==> src/rtl/digit_scan_driver.sv <==
// Time-multiplexed digit select with prescaler, scan index, masking and strobes.
// Optional start-of-slot blanking is enabled by defining DIGIT_BLANK_EN.
module digit_scan_driver #(
    parameter int NUM_DIGITS   = 8,
    parameter int IDX_W        = $clog2(NUM_DIGITS),
    parameter int PRESCALE     = 100000,
    parameter bit ACTIVE_LOW   = 1'b1,
    parameter int BLANK_CYCLES = 4
) (
    input  logic                  clk,
    input  logic                  reset,
    input  logic                  en,
    input  logic [NUM_DIGITS-1:0] digit_mask,
    output logic [NUM_DIGITS-1:0] an,
    output logic [IDX_W-1:0]      digit_idx,
    output logic                  slot_tick,
    output logic                  frame_done
);

    localparam int CNT_W = $clog2(PRESCALE);
    localparam logic [CNT_W-1:0] CNT_LAST = CNT_W'(PRESCALE - 1);
    localparam logic [IDX_W-1:0] IDX_LAST = IDX_W'(NUM_DIGITS - 1);
    localparam logic [NUM_DIGITS-1:0] AN_OFF = {NUM_DIGITS{ACTIVE_LOW}};

    localparam logic [1:0] S_IDLE  = 2'd0;
    localparam logic [1:0] S_DRIVE = 2'd2;
`ifdef DIGIT_BLANK_EN
    localparam logic [1:0] S_BLANK = 2'd1;
    localparam logic [CNT_W-1:0] BLANK_END = CNT_W'(BLANK_CYCLES);
`endif

    if (NUM_DIGITS < 2 || NUM_DIGITS > 16 || PRESCALE < 2 ||
        BLANK_CYCLES >= PRESCALE || IDX_W != $clog2(NUM_DIGITS)) begin : g_bad_param
        $error("digit_scan_driver: illegal parameter set");
    end

    logic [1:0]            state_q, state_d;
    logic [CNT_W-1:0]      cnt_q, cnt_d;
    logic [IDX_W-1:0]      idx_q, idx_d;
    logic [NUM_DIGITS-1:0] an_q, an_d;
    logic                  tick_q, tick_d;
    logic                  frame_q, frame_d;
    logic [NUM_DIGITS-1:0] sel;
    logic                  active_d;

    always_comb begin
        cnt_d    = cnt_q;
        idx_d    = idx_q;
        active_d = !reset && en;
        if (reset) begin
            cnt_d = '0;
            idx_d = '0;
        end else if (!en) begin
            cnt_d = cnt_q;
        end else if (state_q == S_IDLE) begin
            cnt_d = '0;
        end else if (cnt_q == CNT_LAST) begin
            cnt_d = '0;
            idx_d = (idx_q == IDX_LAST) ? '0 : idx_q + 1'b1;
        end else begin
            cnt_d = cnt_q + 1'b1;
        end

        state_d = S_IDLE;
        if (active_d) begin
`ifdef DIGIT_BLANK_EN
            state_d = (cnt_d < BLANK_END) ? S_BLANK : S_DRIVE;
`else
            state_d = S_DRIVE;
`endif
        end

        // strobes track the upcoming slot position so they line up with digit_idx
        tick_d  = (state_d != S_IDLE) && (cnt_d == CNT_LAST);
        frame_d = tick_d && (idx_d == IDX_LAST);

        sel = '0;
        for (int i = 0; i < NUM_DIGITS; i++) begin
            sel[i] = digit_mask[i] && (idx_q == IDX_W'(i));
        end
        an_d = (active_d && state_q == S_DRIVE) ? (sel ^ AN_OFF) : AN_OFF;
    end

    always_ff @(posedge clk) begin
        if (reset) begin
            state_q <= S_IDLE;
            cnt_q   <= '0;
            idx_q   <= '0;
            an_q    <= AN_OFF;
            tick_q  <= 1'b0;
            frame_q <= 1'b0;
        end else begin
            state_q <= state_d;
            cnt_q   <= cnt_d;
            idx_q   <= idx_d;
            an_q    <= an_d;
            tick_q  <= tick_d;
            frame_q <= frame_d;
        end
    end

    assign an         = an_q;
    assign digit_idx  = idx_q;
    assign slot_tick  = tick_q;
    assign frame_done = frame_q;

endmodule

==> config.mk <==
export PLATFORM = sky130hd
export DESIGN_NAME = digit_scan_driver
export DESIGN_NICKNAME = d
export VERILOG_FILES = /design/src/rtl/digit_scan_driver.sv
export SDC_FILE = /design/constraint.sdc
export NUM_CORES = 1
export LEC_CHECK = 0
export CAP_MARGIN = 40
export CORE_ASPECT_RATIO = 0.8
export CORE_MARGIN = 8
export CORE_UTILIZATION = 47
export DETAILED_ROUTE_END_ITERATION = 8
export GPL_TIMING_DRIVEN = 1
export PLACE_DENSITY = 0.71
export SYNTH_ARGS = -nofsm -noshare
export SYNTH_HDL_FRONTEND = slang
export SYNTH_SLANG_ARGS = --single-unit
==> constraint.sdc <==
create_clock -name clk -period 6.05 [get_ports clk]
set_clock_uncertainty 0.15 [all_clocks]
set_input_delay 1.815 -clock clk [delete_from_list [all_inputs] [get_ports clk]]
set_output_delay 1.815 -clock clk [all_outputs]
set_load 0.01 [all_outputs]
# --- After elaboration in Yosys (flattened, before gate mapping) ---
# Cells that the tools add are included.
word_totals:
  ff_bits: 32
  inputBits: 11
  out_inout_bits: 13
  word_cells: 48
classes:
  add_sub_neg: 2
  eq_ne: 11
  mux: 10
  n_bitwise: 2
  n_reduce_logical: 17
ops:
  columns: ["operator", "count"]
  rows:
  - ["$mux 17", 4]
  - ["$eq 17x17->1 const B", 2]
  - ["$add 17x1->17 const B", 1]
  - ["$eq 3x3->1 const B", 5]
  - ["$mux 3", 5]
  - ["$logic_and 1x1->1", 12]
  - ["$not 8->8", 1]
  - ["$eq 3x2->1 const B", 2]
  - ["$add 3x1->3 const B", 1]
  - ["$eq 3x1->1 const B", 1]
  - ["$logic_not 3->1", 1]
  - ["$eq 2x2->1 const B", 1]
  - ["$logic_not 2->1", 1]
  - ["$mux 2", 1]
  - ["$reduce_bool 2->1", 1]
  - ["$reduce_or 2->1", 1]
  - ["$logic_not 1->1", 1]
  - ["$not 1->1", 1]

# --- Depth between registers and ports, before layout ---
# Gate-level depths: netlist (run 1).
logic_depth:
  word_depth: 8
  depth_mapped: 6
  depth_no_buf: 6

# --- Least setup slack after synthesis (run 1) ---
# No wires, ideal clock.
synth_path:
  path_kind: "input port to flip-flop"
  startpoint: "in en"
  endpoint: "reg frame_q, in the netlist frame_done"
  setup_time_ns: 0.088
  arrival_time_ns: 3.135
  t_required_ns: 5.812
  setup_slack_ns: 2.677
  cell_stages: 6
  path_buffers: 1
  path_cell_list: "buf_2 nand2_1 or4b_1 a21oi_1 o2111ai_1 nor4_2"
synth_via:
  elab_chain_cells: 5
  elab_cells_between_ends: 11
  classes_between: "eq/ne (2); mux (5); reduce/logical (4)"
synth_rtl:
  columns: ["element", "line", "text"]
  rows:
  - ["from (decl)", "12", "input logic en,"]
  - ["$mux 17 or $logic_and 1x1->1 (tied branches)", "53, 49", null]
  - ["$mux 17 or $mux 2 (tied branches)", "50, 65", null]
  - ["$eq 17x17->1 or $reduce_bool 2->1 (tied branches)", "74", "tick_d = (state_d != S_IDLE) && (cnt_d == CNT_LAST);"]
  - ["$logic_and 1x1->1", "74", null]
  - ["$logic_and 1x1->1 *", "75", "frame_d = tick_d && (idx_d == IDX_LAST);"]
  - ["to (signal assigned)", "98", "frame_q <= frame_d;"]
  - ["to (decl)", "42", "logic frame_q, frame_d;"]
# Every way passes the cells marked *; elsewhere a longest branch is shown, timed or not.
# A chain may end at the register's enable or synchronous reset.

# --- Worst setup path in the final report (run 1) ---
layout_path:
  startpoint: "in en"
  endpoint: "reg tick_q, in the netlist slot_tick"
layout_via:
  elab_chain_cells: 4
  elab_cells_between_ends: 7
  classes_between: "eq/ne (1); mux (3); reduce/logical (3)"
layout_rtl:
  columns: ["element", "line", "text"]
  rows:
  - ["$mux 17 or $logic_and 1x1->1 (tied branches)", "53, 49", null]
  - ["$mux 17 or $mux 2 (tied branches)", "50, 65", null]
  - ["$eq 17x17->1 or $reduce_bool 2->1 (tied branches)", "74", null]
  - ["$logic_and 1x1->1 *", "74", null]
  - ["to (signal assigned)", "97", "tick_q <= tick_d;"]
  - ["to (decl)", "41", "logic tick_q, tick_d;"]
# Marks and branches as above.

==> impl_metrics.sql, run 1 <==
INSERT INTO impl_metrics (metric_group, metric, value, unit) VALUES
('worst_setup_path', 'cp-end-kind', 'register', ''),
('power_and_ir_drop', 'power_per_cell_area', '217', 'nW/um^2'),
('sta', 'hold_ws', '0.386', 'ns'),
('routing', 'detail_route.drc_violations', '0', ''),
('floorplanning', 'fp.dieW', '82.1', 'um'),
('worst_setup_path', 'r2r_slack', '3.66', 'ns'),
('final_layout', 'area_growth_syn_to_layout', '21.6', '%'),
('sta', 'finalSetupViolations', '0', ''),
('worst_hold_path', 'min_from', 'cnt_q[1]', ''),
('sta', 'fin_setup_tns', '0', 'ns'),
('worst_setup_path', 'worst_setup_path_startpoint', 'en', ''),
('power_and_ir_drop', 'comb_power_share', '3.9', '%'),
('worst_setup_path', 'worstReg2RegStart', 'cnt_q[0]', ''),
('placement', 'dp_slack', '1.56', 'ns'),
('routing', 'viasPerCell', '5.68', ''),
('clocking', 'tritoncts.num_buffers', '5', ''),
('synth', 'post_synthesis_cell_type_with_the_largest_combined_area', 'sky130_fd_sc_hd__dfxtp_1', ''),
('placement', 'post-dp-hpwl', '2.80', 'mm'),
('global_route', 'grt_max_degree', '17', ''),
('clocking', 'tritoncts', 'built', ''),
('synth', 'post-synth-top-area-fraction', '37.8', '%'),
('worst_setup_path', 'reg2reg_depth', '6', ''),
('synth', 'post_synth.cell_area_avg', '9.13', 'um^2'),
('clocking', 'clk-insertion-delay-late', '0.28', 'ns'),
('synth', 'commonest_register_cell_after_synthesis', 'sky130_fd_sc_hd__dfxtp_1', ''),
('synth', 'syn_area', '1640', 'um^2'),
('synth', 'synth_sequential_area_ratio', '37.8', '%'),
('synth', 'unique_masters_post_synth', '45', ''),
('routing', 'num_vias', '1392', ''),
('final_layout', 'post_layout_utilization_of_the_core', '58.8', '%'),
('power_and_ir_drop', 'swShare', '19.8', '%'),
('clocking', 'cts_num_sinks', '31', ''),
('final_layout', 'finish.cell_count_without_fillers', '245', ''),
('placement', 'dpl-instance-area', '1880', 'um^2'),
('floorplanning', 'overall_die_area', '5660', 'um^2'),
('synth', 'postSynthCellCount', '180', ''),
('worst_setup_path', 'crit_type', 'input pin to register', ''),
('synth', 'number_of_enable_flip_flop_cells_after_synthesis', '0', ''),
('global_route', 'vias_in_the_first_global_route', '1402', ''),
('synth', 'syn-num-nets', '198', ''),
('power_and_ir_drop', 'leakagePower', '0.669', 'nW'),
('placement', 'dp_cells', '237', ''),
('synth', 'register_bit_count_reported_by_yosys', '31', ''),
('clocking', 'clockBufferDepth', '2', ''),
('worst_setup_path', 'endpoint', 'slot_tick', ''),
('global_route', 'antenna_violations_before_repair', '0', ''),
('job', 'max-cap-violations', '0', ''),
('routing', 'wl', '3.66', 'mm'),
('worst_setup_path', 'critical_path.startpoint_type', 'input pin', ''),
('power_and_ir_drop', 'seq_power_share', '47.8', '%'),
('synth', 'ys.warnings.count', '0', ''),
('worst_setup_path', 'cp_max_fanout', '16', ''),
('clocking', 'cts.root.buffer_cell', 'sky130_fd_sc_hd__clkbuf_8', ''),
('clocking', 'clk_transition_reported_paths', '0.06', 'ns'),
('routing', 'drt-wirelength-per-cell', '14.9', 'um'),
('clocking', 'cts.repair_timing.setup_buffer_count', '0', ''),
('synth', 'netlist_top_cells_area', 'sky130_fd_sc_hd__dfxtp_1 38%, sky130_fd_sc_hd__xnor2_1 5.9%, sky130_fd_sc_hd__ha_1 5.3%', ''),
('sta', 'finalCriticalPeriod', '4.23', 'ns'),
('final_layout', 'antennaDiodeCount', '0', ''),
('global_route', 'grt_usage', '14.4', '%'),
('worst_setup_path', 'regToRegEndpoint', 'slot_tick', ''),
('final_layout', 'finalInstanceArea', '2000', 'um^2'),
('clocking', 'htree_levels', '2', ''),
('worst_hold_path', 'timing.hold.worst.class', 'register to register', ''),
('clocking', 'postCtsResizedCells', '0', ''),
('floorplanning', 'floorplan.initialDensity', '48.3', '%'),
('final_layout', 'finish.net_count', '220', ''),
('sta', 'worst_pin_slew', '0.571', 'ns'),
('outcome', 'outcome', 'finished clean', ''),
('sta', 'min_period_over_period', '69.9', '%'),
('floorplanning', 'area_of_the_placeable_core', '3400', 'um^2');
==> sequential cells by signal, indices dropped and copies added (netlist names) <==
register and cells:
frame_done 1, cnt_q 17, an 8, state_q 1, slot_tick 1, digit_idx 3
==> Yosys cell counts, types with 4 or more instances <==
cell,number
sky130_fd_sc_hd__a21oi_1,6
sky130_fd_sc_hd__buf_2,6
sky130_fd_sc_hd__dfxtp_1,31
sky130_fd_sc_hd__ha_1,7
sky130_fd_sc_hd__inv_1,6
sky130_fd_sc_hd__mux2i_1,5
sky130_fd_sc_hd__nand2_1,10
sky130_fd_sc_hd__nand3_1,12
sky130_fd_sc_hd__nand4_1,7
sky130_fd_sc_hd__nor2_1,19
sky130_fd_sc_hd__nor2b_1,5
sky130_fd_sc_hd__nor3_1,6
sky130_fd_sc_hd__nor4_1,7
sky130_fd_sc_hd__xnor2_1,11
sky130_fd_sc_hd__xor2_1,4
==> how the worst min path moves through the flow <==
stage / depth (start not counted) / endpoint / slack, ns
2_1_floorplan: 2 / cnt_q[1] / 0.34
3_3_place_gp: 2 / cnt_q[1] / 0.36
3_5_place_dp: 2 / cnt_q[1] / 0.39
4_1_cts: 2 / cnt_q[1] / 0.39
5_1_grt: 2 / cnt_q[1] / 0.42
6_report: 2 / cnt_q[1] / 0.39
==> power by group through the flow <==
stage          sequential (mW)  clock, mW  combinational (mW)
6_report                 0.207      0.209              0.0169
5_1_grt                  0.207      0.224              0.0188
4_1_cts                  0.207      0.213              0.0169
3_5_place_dp             0.212          0              0.0168
3_3_place_gp             0.211          0              0.0164
2_1_floorplan            0.211          0             0.00857
==> layout by cell type, fill, tap and decap left out, types with 2 or more instances in the layout <==
cell type / netlist / final
sky130_fd_sc_hd__and3_1: 2 / 2
sky130_fd_sc_hd__nand2_1: 10 / 10
sky130_fd_sc_hd__dfxtp_1: 31 / 31
sky130_fd_sc_hd__nor2b_1: 5 / 5
sky130_fd_sc_hd__and2_1: 2 / 2
sky130_fd_sc_hd__nand4b_1: 2 / 2
sky130_fd_sc_hd__nor4_1: 7 / 7
sky130_fd_sc_hd__inv_1: 6 / 6
sky130_fd_sc_hd__clkbuf_8: 0 / 6
sky130_fd_sc_hd__nor3_1: 6 / 6
sky130_fd_sc_hd__nand4_1: 7 / 7
sky130_fd_sc_hd__a21oi_1: 6 / 6
sky130_fd_sc_hd__xor2_1: 4 / 4
sky130_fd_sc_hd__nor2_1: 19 / 19
sky130_fd_sc_hd__mux2i_1: 5 / 5
sky130_fd_sc_hd__o21ai_0: 2 / 2
sky130_fd_sc_hd__nand3_2: 2 / 2
sky130_fd_sc_hd__and4_1: 2 / 2
sky130_fd_sc_hd__xnor2_1: 11 / 11
sky130_fd_sc_hd__ha_1: 7 / 7
sky130_fd_sc_hd__or4b_1: 2 / 2
sky130_fd_sc_hd__nand3_1: 12 / 12
sky130_fd_sc_hd__clkdlybuf4s50_1: 0 / 23
sky130_fd_sc_hd__nand2b_1: 2 / 2
==> critical path, stage by stage <==
cell	delay, ns
sky130_fd_sc_hd__clkdlybuf4s50_1	0.83
sky130_fd_sc_hd__nand2_1	0.31
sky130_fd_sc_hd__nor2_1	0.43
sky130_fd_sc_hd__a221o_1	0.54
sky130_fd_sc_hd__nand4b_1	0.22
sky130_fd_sc_hd__nor4_1	0.08
==> per-layer routing <==
metal | wire (um) | global-route usage [%] | vias to the layer above
met5 | 0 | 0 | -
met4 | 50 | 6.99 | 0
met3 | 214 | 4.92 | 8
met2 | 1680 | 22.3 | 29
met1 | 1710 | 17.6 | 659
li1 | - | - | 696
==> cell type report <==
cell class | instances | area, um^2
Fill cell | 317 | 1400
Tap cell | 42 | 52.6
Inverter | 6 | 22.5
Clock buffer | 6 | 82.6
Sequential cell | 31 | 621
Clock inverter | 2 | 35.0
Multi-Input combinational cell | 135 | 955
Timing Repair Buffer | 23 | 230
==> cells by family (layout without fill, tap and decap cells) <==
family,Yosys count,in the layout,share of synthesized area (%)
fa+ha+maj,7,7,5.33
flops,31,31,37.8
xor+xnor,15,15,8.00
simple gates,90,90,32.5
mux,6,6,3.96
compound gates,17,17,8.30
buf+inv,14,37,4.11
Power figures use the tool's default switching activity.
==> inputs of run 2 (changes only) <==
- PLACE_DENSITY: 0.71 -> 0.73
- clock period: 6.05 -> 3.5 ns (I/O delays scaled with it)
==> run 2 against run 1 <==
Register-to-register slack worse by 2.6 ns. Clock power rose by 29%. Wire length grew 10%. Global-route usage is 1.2 points higher. Via count grew 2.9%. Cell area shrank 0.69%. Power up 53%. Critical path type unchanged. Sequential share of layout area grew 0.22 points. Worst setup slack got worse by 1.2 ns. Die area stayed put. Critical path depth up 1.
==> impl_metrics.sql, run 2 (synthesized netlist as in run 1, its figures left out) <==
INSERT INTO impl_metrics (metric_group, metric, value, unit) VALUES
('outcome', 'outcome', 'finished clean', ''),
('global_route', 'gr-total-overflow', '0', ''),
('power_and_ir_drop', 'comb_power_share', '5.0', '%'),
('sta', 'worst_pin_slew', '0.422', 'ns'),
('power_and_ir_drop', 'leakagePower', '0.664', 'nW'),
('worst_setup_path', 'reg2reg_depth', '6', ''),
('clocking', 'clk-insertion-delay-late', '0.29', 'ns'),
('global_route', 'vias_in_the_first_global_route', '1431', ''),
('final_layout', 'area_growth_syn_to_layout', '20.8', '%'),
('clocking', 'tritoncts', 'built', ''),
('sta', 'timing.final.hold_violations', '0', ''),
('sta', 'finalSetupViolations', '0', ''),
('worst_setup_path', 'critical-path-top-delay-family', 'simple AND/OR/NAND/NOR gates', ''),
('worst_setup_path', 'worst_setup_path_startpoint', 'en', ''),
('floorplanning', 'fp.dieW', '82.1', 'um'),
('global_route', 'antenna_violations_before_repair', '0', ''),
('final_layout', 'finish.net_count', '223', ''),
('sta', 'rsz_0062_raised_after_global_routing', 'no', ''),
('power_and_ir_drop', 'switching_power', '149', 'uW'),
('sta', 'final_max_slew_viol_count', '0', ''),
('worst_setup_path', 'critPathMaxStageDelay', '0.48', 'ns'),
('final_layout', 'commonest_non_fill_non_tap_cell_in_the_layout', 'sky130_fd_sc_hd__dfxtp_1', ''),
('clocking', 'tritoncts.num_buffers', '5', ''),
('final_layout', 'drive_above_1_share', '10.2', '%'),
('clocking', 'postCtsHoldBufs', '0', ''),
('sta', 'min_period_over_period', '83.2', '%'),
('worst_setup_path', 'data_required_time_at_the_worst_endpoint', '3.55', 'ns'),
('sta', 'max_clock_freq', '0.343', 'GHz'),
('global_route', 'grt_max_degree', '16', ''),
('final_layout', 'final.fill_count', '286', ''),
('sta', 'timing.slew.headroom', '71.7', '%'),
('routing', 'num_vias', '1432', ''),
('worst_setup_path', 'critical_path.slowest_cell', 'sky130_fd_sc_hd__clkdlybuf4s50_1', ''),
('final_layout', 'area_of_the_multi_input_gates', '955', 'um^2'),
('routing', 'drt_iter0_drc', '121', ''),
('job', 'max-cap-violations', '0', ''),
('final_layout', 'antennaDiodeCount', '0', ''),
('final_layout', 'largest_register_ffs', '17', ''),
('routing', 'antenna_left', '0', ''),
('sta', 'fin_setup_tns', '0', 'ns'),
('sta', 'hold_ws', '0.373', 'ns'),
('power_and_ir_drop', 'seq_power_share', '54.2', '%'),
('global_route', 'grt_first_pass_wirelength', '6.67', 'mm'),
('worst_hold_path', 'timing.hold.worst.class', 'register to register', ''),
('power_and_ir_drop', 'swShare', '22.6', '%'),
('worst_setup_path', 'critical_path.cell_chain', 'clkdlybuf4s50_1 > buf_4 > nand2_1 > or3_1 > a31oi_1 > o2111ai_1 > nor4_2', ''),
('placement', 'gp_congestion', '0.877', ''),
('worst_setup_path', 'path_buf_inv', '2', ''),
('clocking', 'htree_levels', '2', ''),
('floorplanning', 'area_of_the_placeable_core', '3400', 'um^2'),
('sta', 'finalCriticalPeriod', '2.91', 'ns'),
('floorplanning', 'overall_die_area', '5660', 'um^2'),
('clocking', 'cts.root.buffer_cell', 'sky130_fd_sc_hd__clkbuf_8', ''),
('final_layout', 'footprint_of_the_flip_flops_and_latches', '621', 'um^2'),
('placement', 'post-dp-hpwl', '3.04', 'mm'),
('worst_hold_path', 'min_from', 'cnt_q[1]', ''),
('power_and_ir_drop', 'internal_power', '512', 'uW'),
('floorplanning', 'dieHeight', '68.9', 'um'),
('power_and_ir_drop', 'p_clk_share', '40.8', '%'),
('clocking', 'cts.repair_timing.setup_buffer_count', '0', ''),
('clocking', 'clockBufferDepth', '2', ''),
('power_and_ir_drop', 'worst_ir_drop_vdd', '0.215', 'mV'),
('clocking', 'cts_num_sinks', '31', ''),
('floorplanning', 'pin_count', '24', ''),
('routing', 'drt-wirelength-per-cell', '16.2', 'um'),
('routing', 'drtPass1Iterations', '4', ''),
('worst_setup_path', 'worst_ep_arrival_time', '2.97', 'ns'),
('worst_setup_path', 'worstReg2RegStart', 'cnt_q[0]', ''),
('routing', 'wl', '4.03', 'mm'),
('worst_setup_path', 'cp_max_fanout', '15', ''),
('worst_setup_path', 'crit_type', 'input pin to register', ''),
('worst_setup_path', 'critical_path.startpoint_type', 'input pin', ''),
('final_layout', 'most-common-layout-cells', '31 x sky130_fd_sc_hd__dfxtp_1, 23 x sky130_fd_sc_hd__clkdlybuf4s50_1, 19 x sky130_fd_sc_hd__nor2_1', ''),
('clocking', 'clk_transition_reported_paths', '0.07', 'ns'),
('routing', 'viasPerCell', '5.77', ''),
('worst_hold_path', 'hold_path_depth', '2', ''),
('final_layout', 'registers.top_by_ff_count', 'cnt_q', ''),
('power_and_ir_drop', 'power_per_cell_area', '333', 'nW/um^2'),
('routing', 'detail_route.drc_violations', '0', ''),
('placement', 'port-buffer-count', '23', ''),
('clocking', 'postCtsResizedCells', '0', ''),
('floorplanning', 'number_of_cell_rows', '19', ''),
('worst_setup_path', 'critical_path_depth', '7', ''),
('worst_setup_path', 'cp-end-kind', 'register', ''),
('global_route', 'grt_usage', '15.6', '%'),
('floorplanning', 'floorplan.initialDensity', '48.3', '%');
[run 2: cell types whose count changed in the layout (fill, tap and decap cells not counted), sizes merged]
cell / delta
bufinv: -1
clkbuf: +1
buf: +3
[run 2: path summary, 6_finish.rpt]
kind,endpoint,slack (ns)
max reg2reg,frame_done,1.11
min,cnt_q[1],0.37
max,frame_done,0.59
min reg2reg,cnt_q[1],0.37
[run 2: area by class of cell]
type                    count  area share, %
clock buffers               7           3.85
clock inverters             1          0.252
inverters                   6           1.13
multi-input cells         135           48.1
flip-flops and latches     31           31.3
well taps                  42           2.65
repair buffers             26           12.7
[run 2: per-stage QoR]
step	cell area, um^2	setup WS [ns]	instances	power [mW]	util (%)
finish	1980	0.587	248	0.661	58.4
global route	1980	0.451	248	0.684	58.4
CTS	1980	0.595	248	0.665	58.4
detailed placement	1900	0.324	240	0.399	56.0
global placement	1900	0.393	240	0.397	56.0
floorplan	1640	0.892	180	0.380	-
[run 2: layer usage]
layer / GRT usage (%) / vias up / wire length [um]
li1: - / 695 / -
met1: 18.7 / 698 / 1760
met2: 25.8 / 31 / 1960
met3: 4.15 / 8 / 233
met4: 6.99 / 0 / 69
met5: 0 / - / 0
[run 2: power by group through the flow]
stage	clock (mW)	sequential, mW	combinational, mW
floorplan	0	0.365	0.0148
global placement	0	0.366	0.0317
detailed placement	0	0.366	0.0329
CTS	0.274	0.358	0.0332
global route	0.290	0.358	0.0361
finish	0.270	0.358	0.0333
[run 2: tightest hold or removal path, cell delays in order (launching register included)]
cell and delay, ns:
sky130_fd_sc_hd__dfxtp_1 0.34, sky130_fd_sc_hd__nand2b_1 0.08, sky130_fd_sc_hd__a21oi_1 0.06
